--- src/rtl/onenot_pkg.sv ---
// Shared types and default sizing for the onenot operand sequencer.
package onenot_pkg;

    localparam int WIDTH_DEF   = 16;
    localparam int NUM_OPS_DEF = 9;
    localparam int SETTLE_DEF  = 2;

    // Slot index width for the default operand count; settle counter covers 1..15.
    localparam int IDX_W = $clog2(NUM_OPS_DEF);
    localparam int CNT_W = 4;

    typedef enum logic [1:0] {
        ST_IDLE   = 2'd0,
        ST_LOAD   = 2'd1,
        ST_SETTLE = 2'd2,
        ST_DONE   = 2'd3
    } state_t;

endpackage

--- src/rtl/onenot_ctrl_thermo_check.sv ---
// Flags whether a word is a thermometer code (2^n-1, including all-zeros and all-ones).
module thermo_check #(
    parameter int WIDTH = 16
) (
    input  logic [WIDTH-1:0] w,
    output logic             legal
);

    logic [WIDTH-1:0] w_inc;

    // All-ones wraps to zero here, so 0xFFFF checks as legal.
    assign w_inc = w + WIDTH'(1);
    assign legal = ~|(w & w_inc);

endmodule

--- src/rtl/onenot_ctrl.sv ---
// Collects NUM_OPS operands serially, holds them on a parallel bus for the onenot
// datapath, then captures its result and a per-operand thermometer error mask.
module onenot_ctrl
    import onenot_pkg::*;
#(
    parameter int WIDTH   = WIDTH_DEF,
    parameter int NUM_OPS = NUM_OPS_DEF,
    parameter int SETTLE  = SETTLE_DEF
) (
    input  logic                     clk,
    input  logic                     rst,
    input  logic                     clear,
    input  logic                     in_valid,
    output logic                     in_ready,
    input  logic [WIDTH-1:0]         in_data,
    output logic [NUM_OPS*WIDTH-1:0] op_bus,
    output logic                     op_valid,
    input  logic [WIDTH-1:0]         dp_y,
    output logic                     out_valid,
    input  logic                     out_ready,
    output logic [WIDTH-1:0]         out_data,
    output logic [NUM_OPS-1:0]       out_err
);

    localparam int IW = (NUM_OPS > 1) ? $clog2(NUM_OPS) : 1;

    state_t                          r_state;
    state_t                          w_next;
    logic [IW-1:0]                   r_idx;
    logic [CNT_W-1:0]                r_cnt;
    logic [NUM_OPS-1:0][WIDTH-1:0]   r_slots;
    logic [NUM_OPS-1:0]              r_mask;
    logic                            w_accept;
    logic                            w_last;
    logic                            w_fire;
    logic                            w_hs;
    logic                            w_legal;

    thermo_check #(.WIDTH(WIDTH)) u_thermo (
        .w     (in_data),
        .legal (w_legal)
    );

    assign w_accept = in_valid & in_ready;
    assign w_last   = w_accept && (r_idx == IW'(NUM_OPS - 1));
    assign w_fire   = (r_state == ST_SETTLE) && (r_cnt == CNT_W'(SETTLE - 1));
    assign w_hs     = out_valid & out_ready;

    always_ff @(posedge clk or posedge rst) begin
        if (rst) r_state <= ST_IDLE;
        else     r_state <= w_next;
    end

    always_comb begin
        w_next = r_state;
        if (clear) begin
            w_next = ST_IDLE;
        end else begin
            case (r_state)
                ST_IDLE:   if (w_accept) w_next = w_last ? ST_SETTLE : ST_LOAD;
                ST_LOAD:   if (w_last)   w_next = ST_SETTLE;
                ST_SETTLE: if (w_fire)   w_next = ST_DONE;
                ST_DONE:   if (w_hs)     w_next = ST_IDLE;
                default:                 w_next = ST_IDLE;
            endcase
        end
    end

    always_comb begin
        in_ready = 1'b0;
        op_valid = 1'b0;
        case (r_state)
            ST_IDLE, ST_LOAD:   in_ready = 1'b1;
            ST_SETTLE, ST_DONE: op_valid = 1'b1;
            default: ;
        endcase
    end

    always_ff @(posedge clk or posedge rst) begin
        if (rst) begin
            r_idx <= '0;
            r_cnt <= '0;
        end else if (clear) begin
            r_idx <= '0;
            r_cnt <= '0;
        end else begin
            if (w_accept)
                r_idx <= w_last ? '0 : r_idx + IW'(1);
            else if (w_hs)
                r_idx <= '0;
            if (w_last)
                r_cnt <= '0;
            else if (r_state == ST_SETTLE)
                r_cnt <= r_cnt + CNT_W'(1);
        end
    end

    // A fresh transaction wipes stale mask bits from the previous one.
    always_ff @(posedge clk or posedge rst) begin
        if (rst) begin
            r_mask <= '0;
        end else if (clear) begin
            r_mask <= '0;
        end else if (w_accept) begin
            for (int k = 0; k < NUM_OPS; k++) begin
                if (r_idx == IW'(k))
                    r_mask[k] <= ~w_legal;
                else if (r_state == ST_IDLE)
                    r_mask[k] <= 1'b0;
            end
        end
    end

    // Slots survive clear; only reset zeroes them.
    for (genvar k = 0; k < NUM_OPS; k++) begin : g_slot
        always_ff @(posedge clk or posedge rst) begin
            if (rst)
                r_slots[k] <= '0;
            else if (!clear && w_accept && (r_idx == IW'(k)))
                r_slots[k] <= in_data;
        end
    end

    assign op_bus = r_slots;

    always_ff @(posedge clk or posedge rst) begin
        if (rst) begin
            out_valid <= 1'b0;
            out_data  <= '0;
            out_err   <= '0;
        end else if (clear) begin
            out_valid <= 1'b0;
        end else if (w_fire) begin
            out_valid <= 1'b1;
            out_data  <= dp_y;
            out_err   <= r_mask;
        end else if (w_hs) begin
            out_valid <= 1'b0;
        end
    end

endmodule
--- config.mk ---
export PLATFORM = sky130hd
export DESIGN_NAME = onenot_ctrl
export DESIGN_NICKNAME = d
export VERILOG_FILES = /design/src/rtl/onenot_pkg.sv /design/src/rtl/onenot_ctrl_thermo_check.sv /design/src/rtl/onenot_ctrl.sv
export SDC_FILE = /design/constraint.sdc
export NUM_CORES = 1
export LEC_CHECK = 0
export CAP_MARGIN = 20
export CORE_AREA = 2 2 143 145
export CTS_BUF_LIST = sky130_fd_sc_hd__clkbuf_4
export DETAILED_ROUTE_END_ITERATION = 16
export DIE_AREA = 0 0 145 147
export PLACE_DENSITY = 0.78
export SYNTH_ARGS = -nofsm -noshare
export SYNTH_HDL_FRONTEND = slang
export SYNTH_SLANG_ARGS = --single-unit
--- constraint.sdc ---
create_clock -name clk -period 10.5 [get_ports clk]
set_clock_uncertainty 0.2 [all_clocks]
set_input_delay 2.1 -clock clk [delete_from_list [all_inputs] [get_ports clk]]
set_output_delay 2.1 -clock clk [all_outputs]
set_load 0.03 [all_outputs]
==> results of run 1 <==
[where the power goes]
part	internal (uW)	switching [uW]
sequential	865	76.1
combinational	375	472
clock	192	251
[layout by cell type (no fill, tap or decap), types with 3 or more instances in the layout]
| cell | count |
|---|---|
| o22ai_1 | 9 |
| o21ai_0 | 5 |
| nor3b_1 | 5 |
| or2_2 | 6 |
| a211oi_1 | 10 |
| clkbuf_4 | 18 |
| nand2_1 | 18 |
| and2_1 | 4 |
| nand3_1 | 4 |
| nor2_1 | 9 |
| clkdlybuf4s50_1 | 208 |
| inv_6 | 3 |
| nand4_1 | 3 |
| a22oi_1 | 8 |
| dfrtp_1 | 189 |
| inv_1 | 7 |
| a21oi_1 | 10 |
| ha_1 | 11 |
| bufinv_16 | 4 |
| mux2_2 | 170 |
| nand2b_1 | 5 |
| and3b_1 | 5 |
[sequential cells by signal, summed over array words and instances, names as in the netlist]
signal / cells
r_mask: 9
out_data: 16
out_valid: 1
r_cnt: 4
r_idx: 4
out_err: 9
r_state: 2
op_bus: 144
[cell families (layout without fill, tap and decap cells)]
group                      count (synthesis)  in the layout
AOI/OAI and AO/OA                         54             54
xor gates and xnor gates                   3              3
adders and majority gates                 11             11
buffers and inverters                     48            251
DFF                                      189            189
muxes                                    171            171
and+or+nand+nor                           69             69
[worst reg2reg max path, cell delays in order (launching register included)]
cell and delay [ns]:
dfrtp_1 0.42, inv_1 0.13, ha_1 0.24, o21ai_1 0.22, nor4b_2 0.65, and2_1 0.80
mux2_2 0.43
[metrics by stage]
stage | total power (uW) | setup slack (ns)
finish | 2230 | 5.84
CTS | 2260 | 5.82
global placement | 1790 | 5.32
global route | 2340 | 5.72
floorplan | 1450 | 3.06
detailed placement | 1810 | 5.23
[area by class of cell]
cell class,count,area (um^2)
fillers,1703,9420
flip-flops and latches,189,4730
multi-input cells,308,2880
repair buffers,211,2110
well taps,270,338
clock inverters,14,189
clock buffers,18,135
inverters,8,37.5
[final timing paths]
path	start	to	slack [ns]	cells after the start
hold reg to reg	op_bus[118]$_DFFE_PP0P_	op_bus[118]$_DFFE_PP0P_	0.32	1
setup / recovery	clear	op_bus[103]$_DFFE_PP0P_	5.84	4
min in group asynchronous	rst	op_bus[20]$_DFFE_PP0P_	1.87	2
setup reg to reg	r_state[0]$_DFFE_PP0P_	op_bus[103]$_DFFE_PP0P_	7.33	6
max in group asynchronous	rst	op_bus[119]$_DFFE_PP0P_	6.80	3
hold / removal	op_bus[118]$_DFFE_PP0P_	op_bus[118]$_DFFE_PP0P_	0.32	1
[per-layer routing]
| layer | part of all wire (%) | track usage (%) |
|---|---|---|
| met1 | 44 | 24.9 |
| met2 | 47 | 29.0 |
| met3 | 7.1 | 6.71 |
| met4 | 1.4 | 5.30 |
| met5 | 0 | 0 |
==> impl_metrics.tcl, run 1 <==
set metrics [dict create \
    status "finished clean" \
    dieArea_um2 21300 \
    critical_path.max_fanout 22 \
    syn_inst 545 \
    drive_gt1_share_pct 28.9 \
    min_path_type "flop to flop" \
    tritoncts "done" \
    crit_slowest_cell "clkdlybuf4s50_1" \
    numCtsBuffers 17 \
    start_util_pct 39.4 \
    std_cell_rows 52 \
    synth_most_common_cell "dfrtp_1" \
    synth_xor_area_share_pct 0.336 \
    synth_top_family_by_area "multiplexers" \
    cp-start-kind "input pin" \
    grt_max_degree 124 \
    vias 5191 \
    post-synth-top-area-cell "dfrtp_1" \
    fp.dieW_um 145 \
    slowest_delay_ns 0.82 \
    hold-worst-slack_ns 0.321 \
    synth_compound_area_share_pct 4.94 \
    finalNonFillerCells 1018 \
    worstSetupPathType "input pin to flop" \
    layout_min_cycle_time_ns 4.66 \
    place_area_um2 10100 \
    antenna_found_initial 0 \
    root_buffer "clkbuf_4" \
    critPathRequiredTime_ns 10.78 \
    dieHeight_um 147 \
    final_area_um2 10400 \
    grtUsageTotal_pct 18.7 \
    cts.clk_slew.worst_paths_ns 0.14 \
    fin_util_pct 52.5 \
    ant_nets 0 \
    dpl.cell_count 985 \
    synthArstFlopShare_pct 100 \
    routabilityCongestion 0.786 \
    tns_ns 0 \
    hold_violations 0 \
    grt_pass1_wl_um 30800 \
    cp_num_buf_inv 1 \
    worst_skew_pair.late_latency_ns 0.58 \
    dp_hpwl_um 13200 \
    yosys_warnings 0 \
    drt_pass1_iterations 4 \
    io_pins 209 \
    syn_area_per_cell_um2 14.4 \
    rsz0062_at_grt "false" \
    arrival_ns 4.94 \
    synthMuxAreaShare_pct 24.6 \
    finalSetupViolations 0 \
    ys.flop_type "dfrtp_1" \
    ctsResizeCount 0 \
    synth.distinct_cells 47 \
    synth_fa_ha_area_share_pct 1.76 \
    yosysSeqAreaShare_pct 60.4 \
    drc 0 \
    postCtsSetupRepairBufs 0 \
    clockBufferDepth 2 \
    drt-initial-drc-count 280 \
    wl_um 19400 \
    htreeDepth 4 \
    wl_per_cell_um 19.1 \
    core_um2 19800 \
    tightest_slew_ns 1.03 \
    viasPerCell 5.10 \
    synth_nets 593 \
    nets 783 \
    io_buffers 208 \
    syn_area_um2 7830 \
    max_freq_mhz 215 \
    synth_seq_cells 189 \
    maxCapViolations 0 \
    period_share_pct 44.4 \
    clkSinkCount 189 \
    yosys.area_share.simple_pct 5.13 \
    syn_to_final_growth_pct 33.2 \
    synthTopCellsByArea "dfrtp_1 60%, mux2_2 24%, ha_1 1.8%" \
    drv_slew 0 \
    setup.worst_path.end_class "flop" \
    synth_top_area_share_pct 60.4 \
    grt_pass1_vias 5283 \
    power_density_nw_per_um2 214 \
    antenna_cells 0 \
    max_slew_margin_pct 31.2 \
    crit_path_cell_trace "clkdlybuf4s50_1 > nor4b_2 > and2_1 > mux2_2" \
    crit_family "simple AND/OR/NAND/NOR gates" \
    synth_edf_count 0 \
    p_leak_uw 0.00471 \
    ir_drop_mv 0.134 \
    synthTopCellsByCount "189 x dfrtp_1, 170 x mux2_2, 23 x clkbuf_1" \
    gr-total-overflow 0 \
    cts_hold_buf 0 \
]
No activity file was read; power rests on OpenSTA's default activity.
==> run 2, diff against run 1 <==
==> constraint.sdc (replaced) <==
create_clock -name clk -period 4.5 [get_ports clk]
set_clock_uncertainty 0.2 [all_clocks]
set_input_delay 0.9 -clock clk [delete_from_list [all_inputs] [get_ports clk]]
set_output_delay 0.9 -clock clk [all_outputs]
set_load 0.03 [all_outputs]
==> run 2 against run 1 <==
Compared with the run above: die area unchanged; register-to-register slack worse by 5.7 ns; clock-buffer cell count unchanged; routed wire length up 0.85%; hold slack better by 0.00077 ns; total power up 130%; cell area up 0.29%; via count about the same; cell count up 1.5%; sequential power up 130%; first-iteration DRC count up 0.71%; global-route usage up 0.12 points; critical path type is now flop to output port; critical endpoint is now op_valid; highest routed layer unchanged.
==> impl_metrics.tcl, run 2 (synthesis results as in run 1) <==
set metrics [dict create \
    clkSinkCount 189 \
    maxCapViolations 0 \
    start_util_pct 39.4 \
    crit_slowest_cell "clkdlybuf4s50_1" \
    grt_max_degree 95 \
    use_met1_pct 24.4 \
    power_density_nw_per_um2 481 \
    antenna_found_initial 0 \
    crit_path_cell_trace "inv_1 > ha_1 > or2_2 > clkdlybuf4s50_1" \
    dieArea_um2 21300 \
    max_freq_mhz 293 \
    vias 5186 \
    root_buffer "clkbuf_4" \
    routabilityCongestion 0.776 \
    crit_start "r_state[0]$_DFFE_PP0P_" \
    place_ws_ns 0.938 \
    finalSetupViolations 0 \
    tightest_slew_ns 0.843 \
    critPathRequiredTime_ns 3.40 \
    setup.worst_path.end_class "output port" \
    use_met3_pct 6.18 \
    io_buffers 208 \
    grt_busiest_layer "met2" \
    hold_violations 0 \
    drive_gt1_share_pct 30.3 \
    hold-worst-slack_ns 0.322 \
    worst_skew_pair.late_latency_ns 0.56 \
    dieHeight_um 147 \
    grtUsageMet2_pct 30.0 \
    rsz0062_at_grt "false" \
    ctsResizeCount 0 \
    min_path_type "flop to flop" \
    final_cell_mix "208 x clkdlybuf4s50_1, 189 x dfrtp_1, 170 x mux2_2, 18 x nand2_1, 18 x clkbuf_4" \
    tns_ns 0 \
    fp.dieW_um 145 \
    worstSetupPathType "flop to output port" \
    ant_nets 0 \
    drv_slew 0 \
    nets 799 \
    ir_drop_mv 0.214 \
    clockBufferDepth 2 \
    r2r-end "op_bus[112]$_DFFE_PP0P_" \
    drc 0 \
    syn_to_final_growth_pct 33.6 \
    final_common_cell "clkdlybuf4s50_1" \
    antenna_cells 0 \
    crit_family "buffers and inverters" \
    r2r_cells 7 \
    drt_pass1_iterations 4 \
    fin_ws_ns 1.09 \
    std_cell_rows 52 \
    finalPower_uw 5030 \
    grtUsageTotal_pct 18.8 \
    core_um2 19800 \
    finalNonFillerCells 1033 \
    io_pins 209 \
    cts_hold_buf 0 \
    dp_hpwl_um 13600 \
    endpoint "op_valid" \
    layout_min_cycle_time_ns 3.41 \
    period_share_pct 75.8 \
    slowest_delay_ns 0.66 \
    r2r_slack_ns 1.61 \
    critical_path.max_fanout 9 \
    wl_um 19600 \
    max_slew_margin_pct 43.7 \
    grt_pass1_vias 5379 \
    gr-total-overflow 0 \
    htreeDepth 4 \
    cp-start-kind "flop" \
    cp_num_buf_inv 2 \
    p_leak_uw 0.00475 \
    largest_reg_flops 144 \
    dpl.cell_count 1002 \
    grt_pass1_wl_um 31000 \
    postCtsSetupRepairBufs 0 \
    drt-initial-drc-count 282 \
    r2r-start "r_state[0]$_DFFE_PP0P_" \
    arrival_ns 2.31 \
    status "finished clean" \
    wl_per_cell_um 18.9 \
    numCtsBuffers 17 \
    tritoncts "done" \
    cts.clk_slew.worst_paths_ns 0.14 \
    crit_cells 4 \
    viasPerCell 5.02 \
]
## run 2: worst min-delay path by stage
stage | from | endpoint | slack [ns] | depth (start not counted)
2_1_floorplan | r_cnt[3]$_DFFE_PP0P_ | r_cnt[3]$_DFFE_PP0P_ | 0.30 | 2
5_1_grt | op_bus[116]$_DFFE_PP0P_ | op_bus[116]$_DFFE_PP0P_ | 0.34 | 1
4_1_cts | op_bus[6]$_DFFE_PP0P_ | op_bus[6]$_DFFE_PP0P_ | 0.32 | 1
6_report | op_bus[23]$_DFFE_PP0P_ | op_bus[23]$_DFFE_PP0P_ | 0.32 | 1
3_3_place_gp | op_bus[14]$_DFFE_PP0P_ | op_bus[14]$_DFFE_PP0P_ | 0.29 | 1
3_5_place_dp | op_bus[6]$_DFFE_PP0P_ | op_bus[6]$_DFFE_PP0P_ | 0.29 | 1
## run 2: power by group
part / switching [uW] / internal [uW] / total (uW)
Combinational: 1120 / 883 / 2000
Sequential: 183 / 2020 / 2200
Clock: 591 / 228 / 819
## run 2: layer usage
layer	vias to the layer above	wire, um
li1	2356	-
met4	0	331
met3	22	1340
met5	-	0
met1	2636	8550
met2	172	9350
## run 2: layout make-up
class / instances / area [um^2]
tap: 270 / 338
inverter: 8 / 33.8
clock buffer: 18 / 135
timing repair buffer: 227 / 2250
clock inverter: 13 / 91.3
multi-input combinational: 308 / 2880
sequential: 189 / 4730
fill: 1744 / 9390
## run 2: per-stage QoR
| step | area, um^2 | utilization (%) |
|---|---|---|
| 2_1_floorplan | 7830 | - |
| 3_3_place_gp | 10200 | 51.5 |
| 3_5_place_dp | 10200 | 51.5 |
| 4_1_cts | 10500 | 52.7 |
| 5_1_grt | 10500 | 52.7 |
| 6_report | 10500 | 52.7 |
==> run 3, diff against run 2 <==
--- a/config.mk
+++ b/config.mk
@@ -10,7 +10,7 @@
 export CTS_BUF_LIST = sky130_fd_sc_hd__clkbuf_4
 export DETAILED_ROUTE_END_ITERATION = 16
 export DIE_AREA = 0 0 145 147
-export PLACE_DENSITY = 0.78
+export PLACE_DENSITY = 0.8
 export SYNTH_ARGS = -nofsm -noshare
 export SYNTH_HDL_FRONTEND = slang
 export SYNTH_SLANG_ARGS = --single-unit
==> constraint.sdc (replaced) <==
create_clock -name clk -period 2.8 [get_ports clk]
set_clock_uncertainty 0.2 [all_clocks]
set_input_delay 0.56 -clock clk [delete_from_list [all_inputs] [get_ports clk]]
set_output_delay 0.56 -clock clk [all_outputs]
set_load 0.03 [all_outputs]
==> run 3 against run 2 <==
Compared with the run above: critical path depth did not move; first-iteration DRC count shrank 12%; cell count grew 2.5%; sequential cell count stayed put; worst setup slack got worse by 0.95 ns; non-clock buffer count grew 24; total power up 67%; clock power increased by 93%; cell area grew 3.3%; critical endpoint unchanged.
==> impl_metrics.tcl, run 3 (synthesis results as in run 1) <==
set metrics [dict create \
    status "finished clean" \
    r2r_cells 7 \
    drt_pass1_iterations 4 \
    setup.worst_path.end_class "output port" \
    layout_min_cycle_time_ns 2.67 \
    min_path_type "input pin to asynchronous set/reset pin" \
    antenna_found_initial 0 \
    slowest_delay_ns 0.40 \
    grt_pass1_vias 5587 \
    nets 823 \
    worstSetupPathType "flop to output port" \
    crit_family "buffers and inverters" \
    drt-initial-drc-count 248 \
    worst_skew_pair.late_latency_ns 0.57 \
    io_pins 209 \
    endpoint "op_valid" \
    pwr-share-seq_pct 42.2 \
    crit_slowest_cell "dfrtp_1" \
    final_cell_mix "206 x clkdlybuf4s50_1, 189 x dfrtp_1, 170 x mux2_2, 34 x buf_4" \
    root_buffer "clkbuf_4" \
    finalSetupViolations 0 \
    r2r_slack_ns 0.37 \
    routabilityCongestion 0.779 \
    gr-total-overflow 0 \
    r2r-start "r_state[0]$_DFFE_PP0P_" \
    p_leak_uw 0.00492 \
    ir_drop_mv 0.448 \
    crit_cells 4 \
    arrival_ns 1.91 \
    grtUsageTotal_pct 19.5 \
    core_um2 19800 \
    maxCapViolations 0 \
    drive_gt1_share_pct 32.7 \
    clockBufferDepth 2 \
    fp.dieW_um 145 \
    max_slew_margin_pct 67.2 \
    power_frac_comb_pct 38.9 \
    dp_hpwl_um 14600 \
    drv_slew 0 \
    vias 5320 \
    crit_path_cell_trace "inv_1 > ha_1 > or2_2 > dlygate4sd2_1" \
    wl_per_cell_um 19.4 \
    critical_path.max_fanout 4 \
    cp-start-kind "flop" \
    syn_to_final_growth_pct 38.0 \
    dieHeight_um 147 \
    power.share.clock_pct 18.9 \
    std_cell_rows 52 \
    p_switching_uw 3100 \
    ant_nets 0 \
    r2r-end "op_bus[101]$_DFFE_PP0P_" \
    crit_start "r_state[0]$_DFFE_PP0P_" \
    drc 0 \
    cts.clk_slew.worst_paths_ns 0.16 \
    hold-worst-slack_ns 0.139 \
    hold_violations 0 \
    grt_max_degree 56 \
    critPathRequiredTime_ns 2.04 \
    regArea_um2 4730 \
    finalPower_uw 8370 \
    clkSinkCount 189 \
    postCtsSetupRepairBufs 0 \
    power_density_nw_per_um2 775 \
    final_common_cell "clkdlybuf4s50_1" \
    io_buffers 208 \
    multi_input_area_um2 2880 \
    max_freq_mhz 375 \
    start_util_pct 39.4 \
    dieArea_um2 21300 \
    viasPerCell 5.02 \
    cp_num_buf_inv 2 \
    period_share_pct 95.2 \
    numCtsBuffers 17 \
    tightest_slew_ns 0.491 \
    wl_um 20500 \
    rsz0062_at_grt "false" \
    htreeDepth 4 \
    largest_reg_flops 144 \
    switching_share_pct 37.1 \
    nFillCells 1716 \
    tritoncts "done" \
    grt_pass1_wl_um 32000 \
    intPower_uw 5260 \
]
[run 3: cell types whose count changed in the layout (fill, tap and decap cells not counted), moves of 2 or more]
| cell | before | now |
|---|---|---|
| clkinv_2 | 4 | 0 |
| inv_6 | 5 | 3 |
| clkdlybuf4s50_1 | 208 | 206 |
| bufinv_16 | 0 | 2 |
| buf_12 | 2 | 9 |
| buf_4 | 17 | 34 |
| inv_8 | 1 | 3 |
| clkinv_4 | 1 | 3 |
[run 3: per-stage QoR]
| step | setup WS (ns) | TNS, ns | util, % | area [um^2] | std cells |
|---|---|---|---|---|---|
| 2_1_floorplan | -0.394 | -74.56 | - | 7830 | 545 |
| 3_5_place_dp | -0.0637 | -0.422 | 52.9 | 10500 | 1026 |
| 4_1_cts | 0.0143 | 0 | 54.4 | 10800 | 1058 |
| 5_1_grt | 0.00379 | 0 | 54.4 | 10800 | 1058 |
| 6_report | 0.135 | 0 | 54.4 | 10800 | 1059 |
| 3_3_place_gp | -0.0524 | -0.361 | 52.9 | 10500 | 1026 |
[run 3: worst min-delay path by stage]
stage / startpoint / endpoint / slack (ns) / depth (start not counted)
2_1_floorplan: r_cnt[3]$_DFFE_PP0P_ / r_cnt[3]$_DFFE_PP0P_ / 0.30 / 2
3_3_place_gp: op_bus[3]$_DFFE_PP0P_ / op_bus[3]$_DFFE_PP0P_ / 0.29 / 1
3_5_place_dp: op_bus[7]$_DFFE_PP0P_ / op_bus[7]$_DFFE_PP0P_ / 0.29 / 1
4_1_cts: rst / op_bus[139]$_DFFE_PP0P_ / 0.09 / 2
5_1_grt: rst / op_bus[47]$_DFFE_PP0P_ / 0.11 / 2
6_report: rst / op_bus[139]$_DFFE_PP0P_ / 0.14 / 2
[run 3: power by group through the flow]
stage | Combinational [uW] | Clock, uW | Sequential [uW]
after floorplan | 895 | 0 | 4530
after global placement | 3220 | 0 | 3560
after detailed placement | 3270 | 0 | 3600
after CTS | 3280 | 1640 | 3540
after global routing | 3400 | 1760 | 3600
final | 3250 | 1580 | 3540
[run 3: cell type report]
type | count | area share, %
clock inverters | 14 | 1.61
multi-input cells | 308 | 26.6
flip-flops and latches | 189 | 43.8
diodes | 1 | 0.0232
repair buffers | 251 | 23.3
well taps | 270 | 3.13
inverters | 8 | 0.313
clock buffers | 18 | 1.25
[run 3: what timing repair did]
item | 4_1_cts | 5_1_grt
hold buffers | 0 | 0
setup endpoints to repair | 2 | 1
gates resized for setup | 2 | 2
[run 3: routing by layer]
| layer | vias up | share of wire, % | track usage (%) |
|---|---|---|---|
| met5 | - | 0 | 0 |
| li1 | 2413 | - | - |
| met4 | 0 | 2.2 | 6.53 |
| met1 | 2716 | 42 | 23.8 |
| met2 | 161 | 49 | 32.5 |
| met3 | 30 | 6.8 | 6.89 |
[run 3: worst register-to-register path: cells and delay by family, from the launching register on]
kind | cells | cell delay [ns]
AND/OR/NAND/NOR | 2 | 0.66
adder cells (fa/ha/maj) | 1 | 0.25
flip-flops | 1 | 0.42
buffers and inverters | 2 | 0.31
multiplexers | 1 | 0.36
AO/OA/AOI/OAI | 1 | 0.15
